File: src/rtl/mem_axi_window.sv
// AXI4 address-window stage: rebases in-window AR/AW onto the output window,
// answers out-of-window requests locally with DECERR so they never reach the PS.

module mem_axi_window_ax_slice #(
  parameter int W = 51
) (
  input  logic         clock,
  input  logic         reset_n,
  input  logic         load,
  input  logic [W-1:0] in_pay,
  input  logic         out_ready,
  output logic         full,
  output logic [W-1:0] out_pay
);
  logic         full_q, full_d;
  logic [W-1:0] pay_q, pay_d;

  always_comb begin
    full_d = full_q;
    pay_d  = pay_q;
    if (load) begin
      full_d = 1'b1;
      pay_d  = in_pay;
    end else if (out_ready) begin
      full_d = 1'b0;
    end
  end

  always_ff @(posedge clock or negedge reset_n) begin
    if (!reset_n) begin
      full_q <= 1'b0;
      pay_q  <= '0;
    end else begin
      full_q <= full_d;
      pay_q  <= pay_d;
    end
  end

  assign full    = full_q;
  assign out_pay = pay_q;
endmodule

module mem_axi_window #(
  parameter logic [31:0] IN_BASE  = 32'h8000_0000,
  parameter logic [31:0] OUT_BASE = 32'h1000_0000,
  parameter int          WIN_BITS = 28
) (
  input  logic        clock,
  input  logic        reset_n,
  input  logic        up_aw_valid,
  output logic        up_aw_ready,
  input  logic [31:0] up_aw_addr,
  input  logic [5:0]  up_aw_id,
  input  logic [7:0]  up_aw_len,
  input  logic [2:0]  up_aw_size,
  input  logic [1:0]  up_aw_burst,
  input  logic        up_ar_valid,
  output logic        up_ar_ready,
  input  logic [31:0] up_ar_addr,
  input  logic [5:0]  up_ar_id,
  input  logic [7:0]  up_ar_len,
  input  logic [2:0]  up_ar_size,
  input  logic [1:0]  up_ar_burst,
  input  logic        up_w_valid,
  output logic        up_w_ready,
  input  logic [63:0] up_w_data,
  input  logic [7:0]  up_w_strb,
  input  logic        up_w_last,
  output logic        up_b_valid,
  input  logic        up_b_ready,
  output logic [5:0]  up_b_id,
  output logic [1:0]  up_b_resp,
  output logic        up_r_valid,
  input  logic        up_r_ready,
  output logic [5:0]  up_r_id,
  output logic [63:0] up_r_data,
  output logic [1:0]  up_r_resp,
  output logic        up_r_last,
  output logic        dn_aw_valid,
  input  logic        dn_aw_ready,
  output logic [31:0] dn_aw_addr,
  output logic [5:0]  dn_aw_id,
  output logic [7:0]  dn_aw_len,
  output logic [2:0]  dn_aw_size,
  output logic [1:0]  dn_aw_burst,
  output logic        dn_ar_valid,
  input  logic        dn_ar_ready,
  output logic [31:0] dn_ar_addr,
  output logic [5:0]  dn_ar_id,
  output logic [7:0]  dn_ar_len,
  output logic [2:0]  dn_ar_size,
  output logic [1:0]  dn_ar_burst,
  output logic        dn_w_valid,
  input  logic        dn_w_ready,
  output logic [63:0] dn_w_data,
  output logic [7:0]  dn_w_strb,
  output logic        dn_w_last,
  input  logic        dn_b_valid,
  output logic        dn_b_ready,
  input  logic [5:0]  dn_b_id,
  input  logic [1:0]  dn_b_resp,
  input  logic        dn_r_valid,
  output logic        dn_r_ready,
  input  logic [5:0]  dn_r_id,
  input  logic [63:0] dn_r_data,
  input  logic [1:0]  dn_r_resp,
  input  logic        dn_r_last
);
  typedef struct packed {
    logic [31:0] addr;
    logic [5:0]  id;
    logic [7:0]  len;
    logic [2:0]  size;
    logic [1:0]  burst;
  } ax_t;

  typedef enum logic [1:0] {W_IDLE, W_FWD, W_DROP, B_ERR} w_state_e;
  typedef enum logic {R_PASS, R_ERR} r_state_e;

  localparam int          AXW     = $bits(ax_t);
  localparam logic [4:0]  MAX_OUT = 5'd15;

  function automatic logic win_hit(input logic [31:0] a);
    return a[31:WIN_BITS] == IN_BASE[31:WIN_BITS];
  endfunction

  function automatic ax_t remap(input ax_t a);
    ax_t r;
    r      = a;
    r.addr = {OUT_BASE[31:WIN_BITS], a.addr[WIN_BITS-1:0]};
    return r;
  endfunction

  function automatic logic [3:0] step(input logic [3:0] c, input logic inc, input logic dec);
    case ({inc, dec})
      2'b10:   return c + 4'd1;
      2'b01:   return c - 4'd1;
      default: return c;
    endcase
  endfunction

  // run_q holds every ready/valid low while in reset and kills them the
  // instant reset_n falls, without using reset_n as a data signal.
  logic       run_q, run_d;
  logic [3:0] rd_out_q, rd_out_d, wr_out_q, wr_out_d;
  r_state_e   r_state_q, r_state_d;
  logic [7:0] r_beats_q, r_beats_d;
  logic [5:0] r_id_q, r_id_d;
  w_state_e   w_state_q, w_state_d;
  logic [5:0] w_id_q, w_id_d;

  ax_t            ar_in, aw_in, ar_out, aw_out;
  logic [AXW-1:0] ar_out_raw, aw_out_raw;
  logic           ar_full, aw_full, ar_hit, aw_hit;
  logic [4:0]     ar_pend, aw_pend;
  logic           ar_load, ar_miss, aw_load, aw_acc;
  logic           dn_ar_hs, dn_aw_hs, rd_dec, wr_dec;

  assign ar_in  = '{up_ar_addr, up_ar_id, up_ar_len, up_ar_size, up_ar_burst};
  assign aw_in  = '{up_aw_addr, up_aw_id, up_aw_len, up_aw_size, up_aw_burst};
  assign ar_hit = win_hit(up_ar_addr);
  assign aw_hit = win_hit(up_aw_addr);

  // Count the request parked in the slice as outstanding too, so the 4-bit
  // counters can never wrap past 15.
  assign ar_pend = {1'b0, rd_out_q} + {4'b0, ar_full};
  assign aw_pend = {1'b0, wr_out_q} + {4'b0, aw_full};

  always_comb begin
    up_ar_ready = 1'b0;
    if (run_q && r_state_q == R_PASS) begin
      if (ar_hit) up_ar_ready = (!ar_full || dn_ar_ready) && (ar_pend < MAX_OUT);
      else        up_ar_ready = (ar_pend == 5'd0);
    end
  end

  always_comb begin
    up_aw_ready = 1'b0;
    if (run_q && w_state_q == W_IDLE) begin
      if (aw_hit) up_aw_ready = (!aw_full || dn_aw_ready) && (aw_pend < MAX_OUT);
      else        up_aw_ready = (aw_pend == 5'd0);
    end
  end

  assign ar_load  = up_ar_valid && up_ar_ready && ar_hit;
  assign ar_miss  = up_ar_valid && up_ar_ready && !ar_hit;
  assign aw_acc   = up_aw_valid && up_aw_ready;
  assign aw_load  = aw_acc && aw_hit;
  assign dn_ar_hs = ar_full && dn_ar_ready;
  assign dn_aw_hs = aw_full && dn_aw_ready;
  assign rd_dec   = dn_r_valid && dn_r_ready && dn_r_last;
  assign wr_dec   = dn_b_valid && dn_b_ready;

  mem_axi_window_ax_slice #(.W(AXW)) u_ar_slice (
    .clock(clock), .reset_n(reset_n), .load(ar_load), .in_pay(remap(ar_in)),
    .out_ready(dn_ar_ready), .full(ar_full), .out_pay(ar_out_raw)
  );

  mem_axi_window_ax_slice #(.W(AXW)) u_aw_slice (
    .clock(clock), .reset_n(reset_n), .load(aw_load), .in_pay(remap(aw_in)),
    .out_ready(dn_aw_ready), .full(aw_full), .out_pay(aw_out_raw)
  );

  assign ar_out      = ar_out_raw;
  assign aw_out      = aw_out_raw;
  assign dn_ar_valid = ar_full;
  assign dn_aw_valid = aw_full;
  assign {dn_ar_addr, dn_ar_id, dn_ar_len, dn_ar_size, dn_ar_burst} = ar_out;
  assign {dn_aw_addr, dn_aw_id, dn_aw_len, dn_aw_size, dn_aw_burst} = aw_out;

  always_comb begin
    run_d    = 1'b1;
    rd_out_d = step(rd_out_q, dn_ar_hs, rd_dec);
    wr_out_d = step(wr_out_q, dn_aw_hs, wr_dec);
  end

  always_comb begin
    r_state_d  = r_state_q;
    r_beats_d  = r_beats_q;
    r_id_d     = r_id_q;
    up_r_valid = 1'b0;
    up_r_id    = '0;
    up_r_data  = '0;
    up_r_resp  = '0;
    up_r_last  = 1'b0;
    dn_r_ready = 1'b0;
    if (run_q) begin
      if (r_state_q == R_ERR) begin
        up_r_valid = 1'b1;
        up_r_id    = r_id_q;
        up_r_resp  = 2'b11;
        up_r_last  = (r_beats_q == 8'd0);
        if (up_r_ready) begin
          if (r_beats_q == 8'd0) r_state_d = R_PASS;
          else                   r_beats_d = r_beats_q - 8'd1;
        end
      end else begin
        up_r_valid = dn_r_valid;
        up_r_id    = dn_r_id;
        up_r_data  = dn_r_data;
        up_r_resp  = dn_r_resp;
        up_r_last  = dn_r_last;
        dn_r_ready = up_r_ready;
      end
    end
    if (ar_miss) begin
      r_state_d = R_ERR;
      r_beats_d = up_ar_len;
      r_id_d    = up_ar_id;
    end
  end

  always_comb begin
    w_state_d  = w_state_q;
    w_id_d     = w_id_q;
    dn_w_valid = 1'b0;
    dn_w_data  = '0;
    dn_w_strb  = '0;
    dn_w_last  = 1'b0;
    up_w_ready = 1'b0;
    up_b_valid = 1'b0;
    up_b_id    = '0;
    up_b_resp  = '0;
    dn_b_ready = 1'b0;
    if (run_q) begin
      case (w_state_q)
        W_IDLE: if (aw_acc) begin
          w_state_d = aw_hit ? W_FWD : W_DROP;
          if (!aw_hit) w_id_d = up_aw_id;
        end
        W_FWD: begin
          dn_w_valid = up_w_valid;
          dn_w_data  = up_w_data;
          dn_w_strb  = up_w_strb;
          dn_w_last  = up_w_last;
          up_w_ready = dn_w_ready;
          if (up_w_valid && dn_w_ready && up_w_last) w_state_d = W_IDLE;
        end
        W_DROP: begin
          up_w_ready = 1'b1;
          if (up_w_valid && up_w_last) w_state_d = B_ERR;
        end
        B_ERR: begin
          up_b_valid = 1'b1;
          up_b_id    = w_id_q;
          up_b_resp  = 2'b11;
          if (up_b_ready) w_state_d = W_IDLE;
        end
        default: w_state_d = W_IDLE;
      endcase
      if (w_state_q != B_ERR) begin
        up_b_valid = dn_b_valid;
        up_b_id    = dn_b_id;
        up_b_resp  = dn_b_resp;
        dn_b_ready = up_b_ready;
      end
    end
  end

  always_ff @(posedge clock or negedge reset_n) begin
    if (!reset_n) begin
      run_q     <= 1'b0;
      rd_out_q  <= '0;
      wr_out_q  <= '0;
      r_state_q <= R_PASS;
      r_beats_q <= '0;
      r_id_q    <= '0;
      w_state_q <= W_IDLE;
      w_id_q    <= '0;
    end else begin
      run_q     <= run_d;
      rd_out_q  <= rd_out_d;
      wr_out_q  <= wr_out_d;
      r_state_q <= r_state_d;
      r_beats_q <= r_beats_d;
      r_id_q    <= r_id_d;
      w_state_q <= w_state_d;
      w_id_q    <= w_id_d;
    end
  end
endmodule

File: config.mk
export PLATFORM = sky130hd
export DESIGN_NAME = mem_axi_window
export DESIGN_NICKNAME = d
export VERILOG_FILES = /design/src/rtl/mem_axi_window.sv
export SDC_FILE = /design/constraint.sdc
export NUM_CORES = 1
export LEC_CHECK = 0
export ABC_AREA = 1
export CAP_MARGIN = 10
export CORE_AREA = 2 2 207 209
export DETAILED_ROUTE_END_ITERATION = 16
export DIE_AREA = 0 0 209 211
export PLACE_DENSITY = 0.46
export SLEW_MARGIN = 30
export SYNTH_ARGS = -nofsm -noshare
export SYNTH_HDL_FRONTEND = slang
export SYNTH_SLANG_ARGS = --single-unit
export TNS_END_PERCENT = 50
File: constraint.sdc
create_clock -name clock -period 3.8 [get_ports clock]
set_clock_uncertainty 0.05 [all_clocks]
set_input_delay 0.38 -clock clock [delete_from_list [all_inputs] [get_ports clock]]
set_output_delay 0.38 -clock clock [all_outputs]
set_load 0.02 [all_outputs]
-- Yosys cells after proc, flatten, opt, wreduce, memory -nomap -nowiden
Cells that the tools add are included.
W data, S select, Z words.
- bits of input ports: 268
- word-level logic and storage cells: 133
- flip-flop bits (word level): 130
- add/subtract/negate cells: 7
- eq/ne operators: 15
- magnitude comparators: 2
- bitwise operators: 2
- reductions and logical operators: 36
- muxes and demuxes: 59
- operator list (kind ; number):
    $mux W64 ; 4
    $mux W8 ; 7
    $mux W6 ; 5
    $mux W1 ; 29
    $mux W2 ; 10
    $logic_and A1 B1 Y1 ; 17
    $pmux W4 S2 ; 2
    $reduce_bool A2 Y1 ; 7
    $ne A2 B2 Y1 const B ; 6
    $add A4 B1 Y5 ; 2
    $logic_not A5 Y1 ; 2
    $lt A5 B4 Y1 const B ; 2
    $add A4 B1 Y4 const B ; 2
    $eq A2 B2 Y1 const B ; 4
    $eq A4 B4 Y1 const B ; 2
    $logic_not A8 Y1 ; 1
    $pmux W2 S4 ; 1
    $reduce_and A4 Y1 ; 2
    $sub A4 B1 Y4 const B ; 2
    $sub A8 B1 Y8 const B ; 1
    $eq A2 B1 Y1 const B ; 3
    $reduce_and A5 Y1 ; 1
    $logic_not A1 Y1 ; 3
    $logic_not A2 Y1 ; 1
    other kinds (3) ; 5

-- Longest topological paths before layout
Gate-level depths: netlist of run 1.
- depth in word-level cells: 9
- depth in mapped cells: 16

-- Modules after synthesis
A second synthesis of run 1 with hierarchy kept.
- cell total of the unflattened synthesis: 1086
- area total of the unflattened synthesis: 7787.5 um^2
- modules (own cells, without submodules) (module ; area each (um^2) ; seq. area each (um^2) ; instances ; cells each):
    mem_axi_window_ax_slice ; 2072.0 ; 1301.2 ; 2 ; 220
    mem_axi_window ; 3643.5 ; 800.8 ; 1 ; 646

-- Worst setup path after synthesis of run 1
OpenSTA, ideal clock, no wires.
- kind: reg-to-reg
- from: register w_state_q[0]
- to: register wr_out_q[3]
- library setup time: 122 ps
- stages on the path, launching flop included: 13
- path buffers: 1
- arrival time: 2252 ps
- path slack: 1376 ps
- required time: 3628 ps
- clock period less this slack: 2424 ps
- path through: dfrtp_1 ha_1 clkbuf_1 nor4_1 ha_1 ha_1 nand2_1 nor2_1 a211oi_1 nor2_1 nor2_1 nand2_1 xor2_1
- word-level cells in the longest chain between the ends: 6
- elaborated cells on any way between the ends: 8
- ends and longest elaborated chain (element ; line ; text):
    start: declaration ; 149 ; w_state_e w_state_q, w_state_d;
    start signal: assignment ; 317 ; w_state_q <= w_state_d;
    $ne A2 B2 Y1 * ; 291 ; if (w_state_q != B_ERR) begin
    $mux W1 * ; 291 ;
    $mux W1 * ; 265 ; if (run_q) begin
    $logic_and A1 B1 Y1 * ; 192 ; assign wr_dec = dn_b_valid && dn_b_ready;
    $eq A2 B1 Y1 / $eq A2 B2 Y1 (equally long branches) ; 135 ; case ({inc, dec})
    $pmux W4 S2 / $reduce_bool A2 Y1 (equally long branches) ; - ;
    end signal: assignment ; 313 ; wr_out_q <= wr_out_d;
    end: declaration ; 145 ; logic [3:0] rd_out_q, rd_out_d, wr_out_q, wr_out_d;
Mark *: on every way between the ends. The rest lies on a longest branch, timed or not.
A chain may end at the register's enable or synchronous reset.

-- Final worst setup path of run 1
- from: register w_state_q[1]
- to: output dn_w_data[33]
- word-level cells in the longest chain between the ends: 3
- ends and longest elaborated chain (element ; line ; text):
    $eq A2 B1 Y1 ; 266 ; case (w_state_q)
    $mux W64 ; 266 ;
    $mux W64 ; 265 ;
    end: declaration ; 95 ; output logic [63:0] dn_w_data,
No other way between the ends.

==> results of run 1 <==
-- placed cells by master, fill, tap and decap left out, drive strengths merged --
| cell type | instances |
|---|---|
| clkdlybuf4s50 | 526 |
| nand2 | 245 |
| inv | 219 |
| nor2 | 171 |
| dfrtp | 130 |
| o21ai | 122 |
| nand3 | 32 |
| clkbuf | 19 |
| ha | 16 |
| nand4 | 13 |
| buf | 12 |
| a21oi | 11 |
| xor2 | 8 |
| conb | 7 |
| clkinv | 6 |
| xnor2 | 4 |
| bufinv | 4 |
| nor3 | 3 |
| a211oi | 3 |
| nor4 | 2 |
| or2 | 2 |
| fa | 2 |
| diode | 1 |
| o22ai | 1 |
| and2 | 1 |
| nor3b | 1 |
| o21a | 1 |
| clkinvlp | 1 |
| dlygate4sd3 | 1 |
-- per-layer routing --
metal / vias up / wire length (um) / global-route usage [%]
met2: 288 / 16820 / 25.79
met4: 14 / 159 / 2.291
li1: 4115 / - / -
met1: 3623 / 14100 / 17.72
met3: 27 / 3012 / 6.348
met5: - / 95 / 0
-- path summary, 6_finish.rpt --
kind                                   startpoint                     end
max reg2reg                       u_aw_slice.full  u_aw_slice.out_pay[19]
max                                  w_state_q[1]           dn_w_data[33]
max in group asynchronous                 reset_n   u_aw_slice.out_pay[7]
min reg2reg                u_aw_slice.out_pay[47]  u_aw_slice.out_pay[47]
min in group clock         u_aw_slice.out_pay[47]  u_aw_slice.out_pay[47]
min                                       reset_n             rd_out_q[0]
-- registers in the layout (all words and copies together) (netlist names) --
name,flops
run_q,1
r_id_q,6
u_aw_slice.full,1
u_aw_slice.out_pay,48
rd_out_q,4
w_id_q,6
u_ar_slice.out_pay,48
r_state_q,1
r_beats_q,8
u_ar_slice.full,1
w_state_q,2
wr_out_q,4
-- cell type report --
type,count,area [um^2],share of cell area (%)
Inverter,217,814.5,5.908
Sequential cell,130,3253,23.60
Clock inverter,13,182.7,1.325
Multi-Input combinational cell,645,2990,21.69
Antenna cell,1,2.502,0.01815
Clock buffer,19,442.9,3.213
Timing Repair Buffer,539,5426,39.36
Tap cell,539,674.4,4.892
-- cells by family (layout without fill, tap and decap cells) --
kind of cell               Yosys count  count (layout)  synth area share, %
other                                2               8               0.1026
DFF                                130             130                44.46
AOI/OAI and AO/OA                  138             138                9.644
xor gates and xnor gates            12              12                1.436
and+or+nand+nor                    470             470                25.99
buffers and inverters              274             788                15.08
adders and majority gates           18              18                3.283
-- through the flow --
| step | std cells | power [mW] |
|---|---|---|
| after global placement | 2068 | 4.351 |
| after global routing | 2102 | 6.492 |
| after CTS | 2100 | 6.181 |
| after detailed placement | 2068 | 4.364 |
| final | 2103 | 6.083 |
| after floorplan | 1049 | 3.086 |
-- report_power, final --
group	switching [mW]	total (mW)	internal [mW]
logic	1.38	2.52	1.14
registers	0.171	1.79	1.62
clock network	0.650	1.77	1.12
total	2.20	6.08	3.88
-- cell usage after synthesis, types with 5 or more instances --
library cell / count
nand2_1: 244
inv_1: 215
nor2_1: 169
dfrtp_1: 130
o21ai_0: 73
o21ai_1: 48
clkbuf_1: 35
nand3_1: 30
ha_1: 16
nand4_1: 12
a21oi_1: 11
buf_2: 9
xor2_1: 8
buf_4: 7
buf_6: 5
==> results.md, run 1 <==
* Period utilization at 84.71%
* TritonCTS clock tree: done
* Final WL at 34190 um
* Area leader, netlist: dfrtp_1
* # DRC at 0
* FF-to-FF setup slack at 1010 ps
* Routability Congestion at 0.7963
* HPWL after detailed placement at 27570 um
* Global-route wire length before repair at 49690 um
* Fill count at 4416
* Initial core utilization at 17.52%
* CTS Buf Count at 17
* # rows at 75
* Setup tns final at 0 ps
* Yosys warning count at 0
* Crit-path max FO at slightly below 60
* # hold bufs at CTS at 0
* Power Density at 441.2 mW/mm^2
* Crit. path cell count at 6
* Area Growth Syn to Fin at 88.42%
* Fin area at 0.01379 mm^2
* FFs w/ async S/R, synth at 100.0%
* Main synth FF type: dfrtp_1
* Core Footprint at around 0.042 mm^2
* CP bufs+invs at 3
* Max Cap Viol at 0
* Outcome: completed
* Post-synth EDFFs at 0
* # resized after CTS at 0
* Post-CTS setup repair buffer count at 0
* Min-delay worst type: in -> async
* I/O Buffers at 527
* Worst path max stage delay at about 600 ps
* Vert. Die Dim at 211 um
* Slowest CP cell: clkdlybuf4s50_1
* Max rail drop VDD at 0.2830 mV
* Via count at between 8000 and 9000
* Unrepaired setup endpoints after global routing: false
* Cell area after synthesis at 0.007317 mm^2
* Congestion Overflow GR at 0
* Leakage at 6.545 nW
* FF-to-FF path depth at 11
* Synth unique cells at 35
* Cell Area, Placed at 0.01312 mm^2
* Final worst slack at ~580 ps
* GR Util All Layers at 15.00%
* Skew-Pair Late Insertion Delay at about 420 ps
* Hold WS at 340.6 ps
* Slew Viols, Final at 0
* WL per Instance at 16.26 um
* Clock sink total at 130
* Die Span X at 209 um
* Pin count of the biggest net entering global routing at 87
* Vias/cell at ~3.8
* Share of cells above drive strength 1 at 3.647%
* TritonRoute pass-1 iters at 5
* Max transition margin at 47.33%
* Fin. Hold Viols at 0
* CP required at about 3400 ps
* Nets at roughly 1800
* Kind of cell adding the most delay to the critical path: buffers and inverters
* Crit path cell chain: inv_1 -> ha_1 -> nand2_2 -> buf_4 -> nor2_1 -> clkdlybuf4s50_1
* Crit. End Element: output port
* DRT iter0 DRCs at 405
* IO Pins at 534
* Critical Path AT at 2790 ps
* Yosys reg bits at between 100 and 150
* Number of global-route vias before repair at 7903
* Worst setup SP type: flop
* Placement Setup Slack at 980.0 ps
* Seq/Total Area, Yosys at 44.46%
* Detail Route Antenna Nets at 0
* Average size of a mapped cell at 7.009 um^2
* Share of the synthesized area in the top cell type at 44.46%
* Fin crit period at 3219 ps
* Initial antenna violation count at 8
* Root cell of the clock tree: clkbuf_16
* Full die area at 0.04410 mm^2
* Bufs on Longest Clock Path at 2
* Layout Utilization at 33.02%
* Critical path class: reg -> out
* Synth area leaders: dfrtp_1 44%, nand2_1 13%, inv_1 11%, nor2_1 8.7%, o21ai_0 5.0%
* Worst-margin pin slew at 787.8 ps
* Clock-pin slew on the worst setup and hold paths at 60 ps
* Max Clk Rate at ~310 MHz
* Post-synthesis cell count at between 1000 and 1500
* Final setup violation count at 0
* H-tree Lvls at 4
No activity file was read; power rests on OpenSTA's default activity.
==> run 2: changes to the inputs <==
--- a/config.mk
+++ b/config.mk
@@ -7,10 +7,10 @@
 export LEC_CHECK = 0
 export ABC_AREA = 1
 export CAP_MARGIN = 10
-export CORE_AREA = 2 2 207 209
+export CORE_AREA = 2 2 210 212
 export DETAILED_ROUTE_END_ITERATION = 16
-export DIE_AREA = 0 0 209 211
-export PLACE_DENSITY = 0.46
+export DIE_AREA = 0 0 212 214
+export PLACE_DENSITY = 0.45
 export SLEW_MARGIN = 30
 export SYNTH_ARGS = -nofsm -noshare
 export SYNTH_HDL_FRONTEND = slang
==> constraint.sdc (replaced) <==
create_clock -name clock -period 3.04 [get_ports clock]
set_clock_uncertainty 0.05 [all_clocks]
set_input_delay 0.304 -clock clock [delete_from_list [all_inputs] [get_ports clock]]
set_output_delay 0.304 -clock clock [all_outputs]
set_load 0.02 [all_outputs]
==> results.md, run 2 (synthesized netlist as in run 1, its figures left out) <==
* Outcome: completed
* Initial core utilization at between 10% and 20%
* Number of global-route vias before repair at approximately 7800
* Routability Congestion at 0.8993
* IO Pins at 534
* DRT iter0 DRCs at 320
* Cell Area, Placed at 0.01323 mm^2
* CTS Buf Count at 17
* Max rail drop VDD at 0.2934 mV
* CP required at 2690 ps
* Final WL at 31970 um
* Bufs on Longest Clock Path at 2
* Worst-margin pin slew at 661.4 ps
* Area Growth Syn to Fin at 89.41%
* Worst setup SP type: flop
* Core Footprint at 0.04289 mm^2
* TritonRoute pass-1 iters at 4
* Final setup violation count at 0
* Vert. Die Dim at 214 um
* Power Total at 7.535 mW
* Global-route wire length before repair at ~47000 um
* Fin area at 0.01386 mm^2
* # DRC at 0
* Initial antenna violation count at 3
* Share of cells above drive strength 1 at 3.772%
* Max transition margin at 55.90%
* I/O Buffers at 527
* HPWL after detailed placement at 25640 um
* Nets at 1838
* Fin. Hold Viols at 0
* Max Clk Rate at 351.8 MHz
* Crit-path max FO at 51
* WL per Instance at around 15 um
* Die Span X at 212 um
* Detail Route Antenna Nets at 0
* Clock sink total at 130
* Max Cap Viol at 0
* Min-delay worst type: in -> async
* Unrepaired setup endpoints after global routing: true
* Critical Path AT at 2490 ps
* Full die area at between 0.04 and 0.05 mm^2
* Most common cell after layout, fill and taps aside: clkdlybuf4s50_1
* Hold WS at 333.4 ps
* Vias/cell at ~3.7
* Root cell of the clock tree: clkbuf_16
* Slew Viols, Final at 0
* TritonCTS clock tree: done
* Skew-Pair Late Insertion Delay at ~430 ps
* Clock-pin slew on the worst setup and hold paths at 60 ps
* Critical path class: reg -> out
* Leakage at 6.587 nW
* Crit. End Element: output port
* Fill count at between 4000 and 5000
* Period utilization at between 90% and 100%
* Most frequent cells in the layout: 523 x clkdlybuf4s50_1, 243 x nand2_1, 213 x inv_1
* Fin crit period at 2843 ps
* Inst Count DP at 2117
* Pin count of the biggest net entering global routing at 97
* Power Density at approximately 540 mW/mm^2
* Via count at 8028
* # rows at 76
* Final instance count without filler cells at 2150
* GR Util All Layers at 13.73%
* Congestion Overflow GR at 0
* H-tree Lvls at 4
-- run 2: cell type report --
cell class,count,area [um^2],share of cell area [%]
diodes,1,2.502,0.01806
clock inverters,9,128.9,0.9299
inverters,217,814.5,5.877
flip-flops and latches,130,3253,23.47
repair buffers,541,5450,39.32
well taps,585,732.0,5.281
clock buffers,22,484.2,3.494
multi-input cells,645,2994,21.60
-- run 2: final timing paths --
| check | start | endpoint | slack (ps) | cells past startpoint |
|---|---|---|---|---|
| max reg2reg | u_ar_slice.full | u_ar_slice.out_pay[10] | 480 | 11 |
| max | r_state_q | up_r_data[52] | 200 | 5 |
| min in group clock | up_ar_size[2] | u_ar_slice.out_pay[4] | 370 | 3 |
| min | reset_n | u_ar_slice.out_pay[36] | 330 | 2 |
| min reg2reg | u_aw_slice.out_pay[47] | u_aw_slice.out_pay[47] | 410 | 2 |
| max in group asynchronous | reset_n | u_aw_slice.out_pay[27] | 1810 | 3 |
-- run 2: routing by layer --
metal / part of all wire [%] / wire length [um] / track usage [%]
met5: 0.097 / 31 / 0
met4: 0.72 / 231 / 2.230
met3: 7.9 / 2515 / 4.413
met2: 49 / 15550 / 23.68
met1: 43 / 13640 / 16.84
-- run 2: where the power goes --
group,total (mW),leakage [nW],switching (mW),internal (mW)
Sequential,2.28,1.74,0.248,2.03
Combinational,3.10,4.55,1.67,1.43
Clock,2.16,0.298,0.790,1.37
-- run 2: timing repair --
| item | CTS | global route |
|---|---|---|
| cloned | 0 | 0 |
| setup buffers | 0 | 0 |
| resized for setup | 2 | 2 |
| endpoints found under the setup margin | 2 | 5 |
| hold endpoints to repair | 47 | 0 |
| hold buffers | 1 | 0 |
-- run 2: metrics by stage --
step / util [%] / setup WS (ps) / TNS, ps
4_1_cts: 32.30 / 2.174 / 0
2_1_floorplan: - / 616.4 / 0
3_5_place_dp: 30.84 / 300.9 / 0
3_3_place_gp: 30.84 / 329.7 / 0
5_1_grt: 32.32 / -16.62 / -34.55
6_report: 32.32 / 197.4 / 0
-- run 2: critical path, stage by stage, from the launching register on --
cell	delay, ps
dfrtp_1	570
inv_2	330
buf_12	260
nand2_1	90
nor2_1	140
clkdlybuf4s50_1	640
==> run 3: changes to the inputs <==
==> constraint.sdc (replaced) <==
create_clock -name clock -period 2.9 [get_ports clock]
set_clock_uncertainty 0.05 [all_clocks]
set_input_delay 0.29 -clock clock [delete_from_list [all_inputs] [get_ports clock]]
set_output_delay 0.29 -clock clock [all_outputs]
set_load 0.02 [all_outputs]
==> results.md, run 3 (synthesized netlist as in run 1, its figures left out) <==
* Slowest CP cell: dfrtp_1
* Reg-to-Reg End: u_aw_slice.out_pay[4]
* Leakage at 6.606 nW
* Hold depth at 3
* FF-to-FF path depth at 11
* Fill count at 4653
* Pin count of the biggest net entering global routing at 75
* Crit. End Element: output port
* TritonCTS clock tree: done
* Nets at 1846
* Layout Utilization at roughly a third
* H-tree Lvls at 4
* Most frequent cells in the layout: 520 x clkdlybuf4s50_1, 243 x nand2_1, 213 x inv_1
* Clock sink total at 130
* Fin crit period at 2725 ps
* Crit-path max FO at 4
* Max transition margin at 53.48%
* Final WL at 32340 um
* Share of cells above drive strength 1 at 4.641%
* Global-route wire length before repair at just under 50000 um
* TritonRoute pass-1 iters at 7
* Period utilization at 93.95%
* Min-delay worst type: in -> reg
* GR Util All Layers at 13.98%
* Post-CTS setup repair buffer count at 0
* CP required at 2560 ps
* Crit path cell chain: ha_1 -> ha_1 -> nor2_1 -> nand2_1 -> inv_1 -> nand3_1 -> a21oi_2 -> and2_1 -> clkdlybuf4s15_1
* Core Footprint at 0.04289 mm^2
* CP most frequent cell: ha_1
* # rows at 76
* Full die area at 0.04537 mm^2
* Slew Viols, Final at 0
* Congestion Overflow GR at 0
* Die Span X at 212 um
* Critical Path AT at 2380 ps
* Outcome: completed
* Bufs on Longest Clock Path at 2
* Area Growth Syn to Fin at 89.57%
* Final setup violation count at 0
* Setup tns final at 0 ps
* DRT iter0 DRCs at 333
* Unrepaired setup endpoints after global routing: false
* Initial core utilization at 17.06%
* IO Pins at 534
* Vias/cell at 3.710
* # DRC at 0
* I/O Buffers at 527
* Via count at around 8000
* Hold Path Sink: u_ar_slice.out_pay[2]
* HPWL after detailed placement at 26160 um
* Clock-pin slew on the worst setup and hold paths at roughly 70 ps
* FF-to-FF Start: u_aw_slice.full
* Worst hold start: up_ar_size[0]
* Fin. Hold Viols at 0
* Max Clk Rate at roughly 370 MHz
* Number of global-route vias before repair at 7931
* Detail Route Antenna Nets at 0
* N_diodes at 0
* Most common cell after layout, fill and taps aside: clkdlybuf4s50_1
* Vert. Die Dim at around 210 um
* Initial antenna violation count at 3
* CTS Buf Count at 17
* Worst setup SP type: flop
* Root cell of the clock tree: clkbuf_16
* Skew-Pair Late Insertion Delay at between 400 and 500 ps
* Max rail drop VDD at 0.3188 mV
* Power Density at 559.0 mW/mm^2
* FF-to-FF setup slack at 330 ps
* Critical path class: reg -> out
* Max Cap Viol at 0
* WL per Instance at 14.99 um
* Routability Congestion at 0.8759
* Worst path max stage delay at 410 ps
* Worst-margin pin slew at 697.9 ps
[run 3: power by group]
| group | switching (mW) | internal [mW] |
|---|---|---|
| logic | 1.78 | 1.51 |
| registers | 0.245 | 2.13 |
| clock network | 0.902 | 1.20 |
[run 3: area by class of cell]
| type | count | area, um^2 | area share [%] |
|---|---|---|---|
| repair buffers | 549 | 5499 | 39.64 |
| flip-flops and latches | 130 | 3253 | 23.45 |
| multi-input cells | 645 | 2999 | 21.62 |
| inverters | 217 | 817.0 | 5.890 |
| well taps | 585 | 732.0 | 5.277 |
| clock buffers | 17 | 425.4 | 3.067 |
| clock inverters | 15 | 145.1 | 1.046 |
[run 3: repair_timing]
action / CTS / global route
endpoints found under the hold margin: 58 / 0
gates resized for setup: 5 / 13
gates cloned: 0 / 0
hold buffers: 1 / 0
setup endpoints to repair: 33 / 14
[run 3: worst max-delay path: cells and delay by family (launching register included)]
kind	cells	cell delay, ps
flops	1	410
buf+inv	2	370
simple gates	4	410
fa+ha+maj	2	530
compound gates	1	220
[run 3: routing by layer]
metal  global-route usage (%)  part of all wire (%)  wire length [um]  up-vias
li1                         -                     -                 -     4135
met1                    17.21                    43             13930     3570
met2                    24.21                    48             15680      273
met3                    4.252                   7.7              2481       23
met4                    2.277                  0.62               200        6
met5                        0                  0.14                44        -
[run 3: worst max-delay path by stage]
stage / startpoint / to / slack [ps]
after floorplan: w_state_q[0] / wr_out_q[3] / 480
after global placement: u_aw_slice.full / up_aw_ready / 250
after detailed placement: u_aw_slice.full / u_aw_slice.out_pay[28] / 210
after CTS: w_state_q[1] / dn_w_data[36] / 70
after global routing: run_q / up_r_data[0] / 8
final: u_aw_slice.full / up_aw_ready / 180
[run 3: per-stage QoR]
stage	setup WS [ps]	hold slack (ps)	cell area, um^2	total power, mW	cells
detailed placement	205.6	266.0	13270	5.720	2125
finish	175.4	356.1	13870	7.754	2158
global placement	249.2	268.0	13270	5.708	2125
floorplan	476.4	-55.59	7336	4.044	1049
CTS	67.71	326.5	13860	7.899	2158
global route	8.410	345.3	13870	8.313	2158
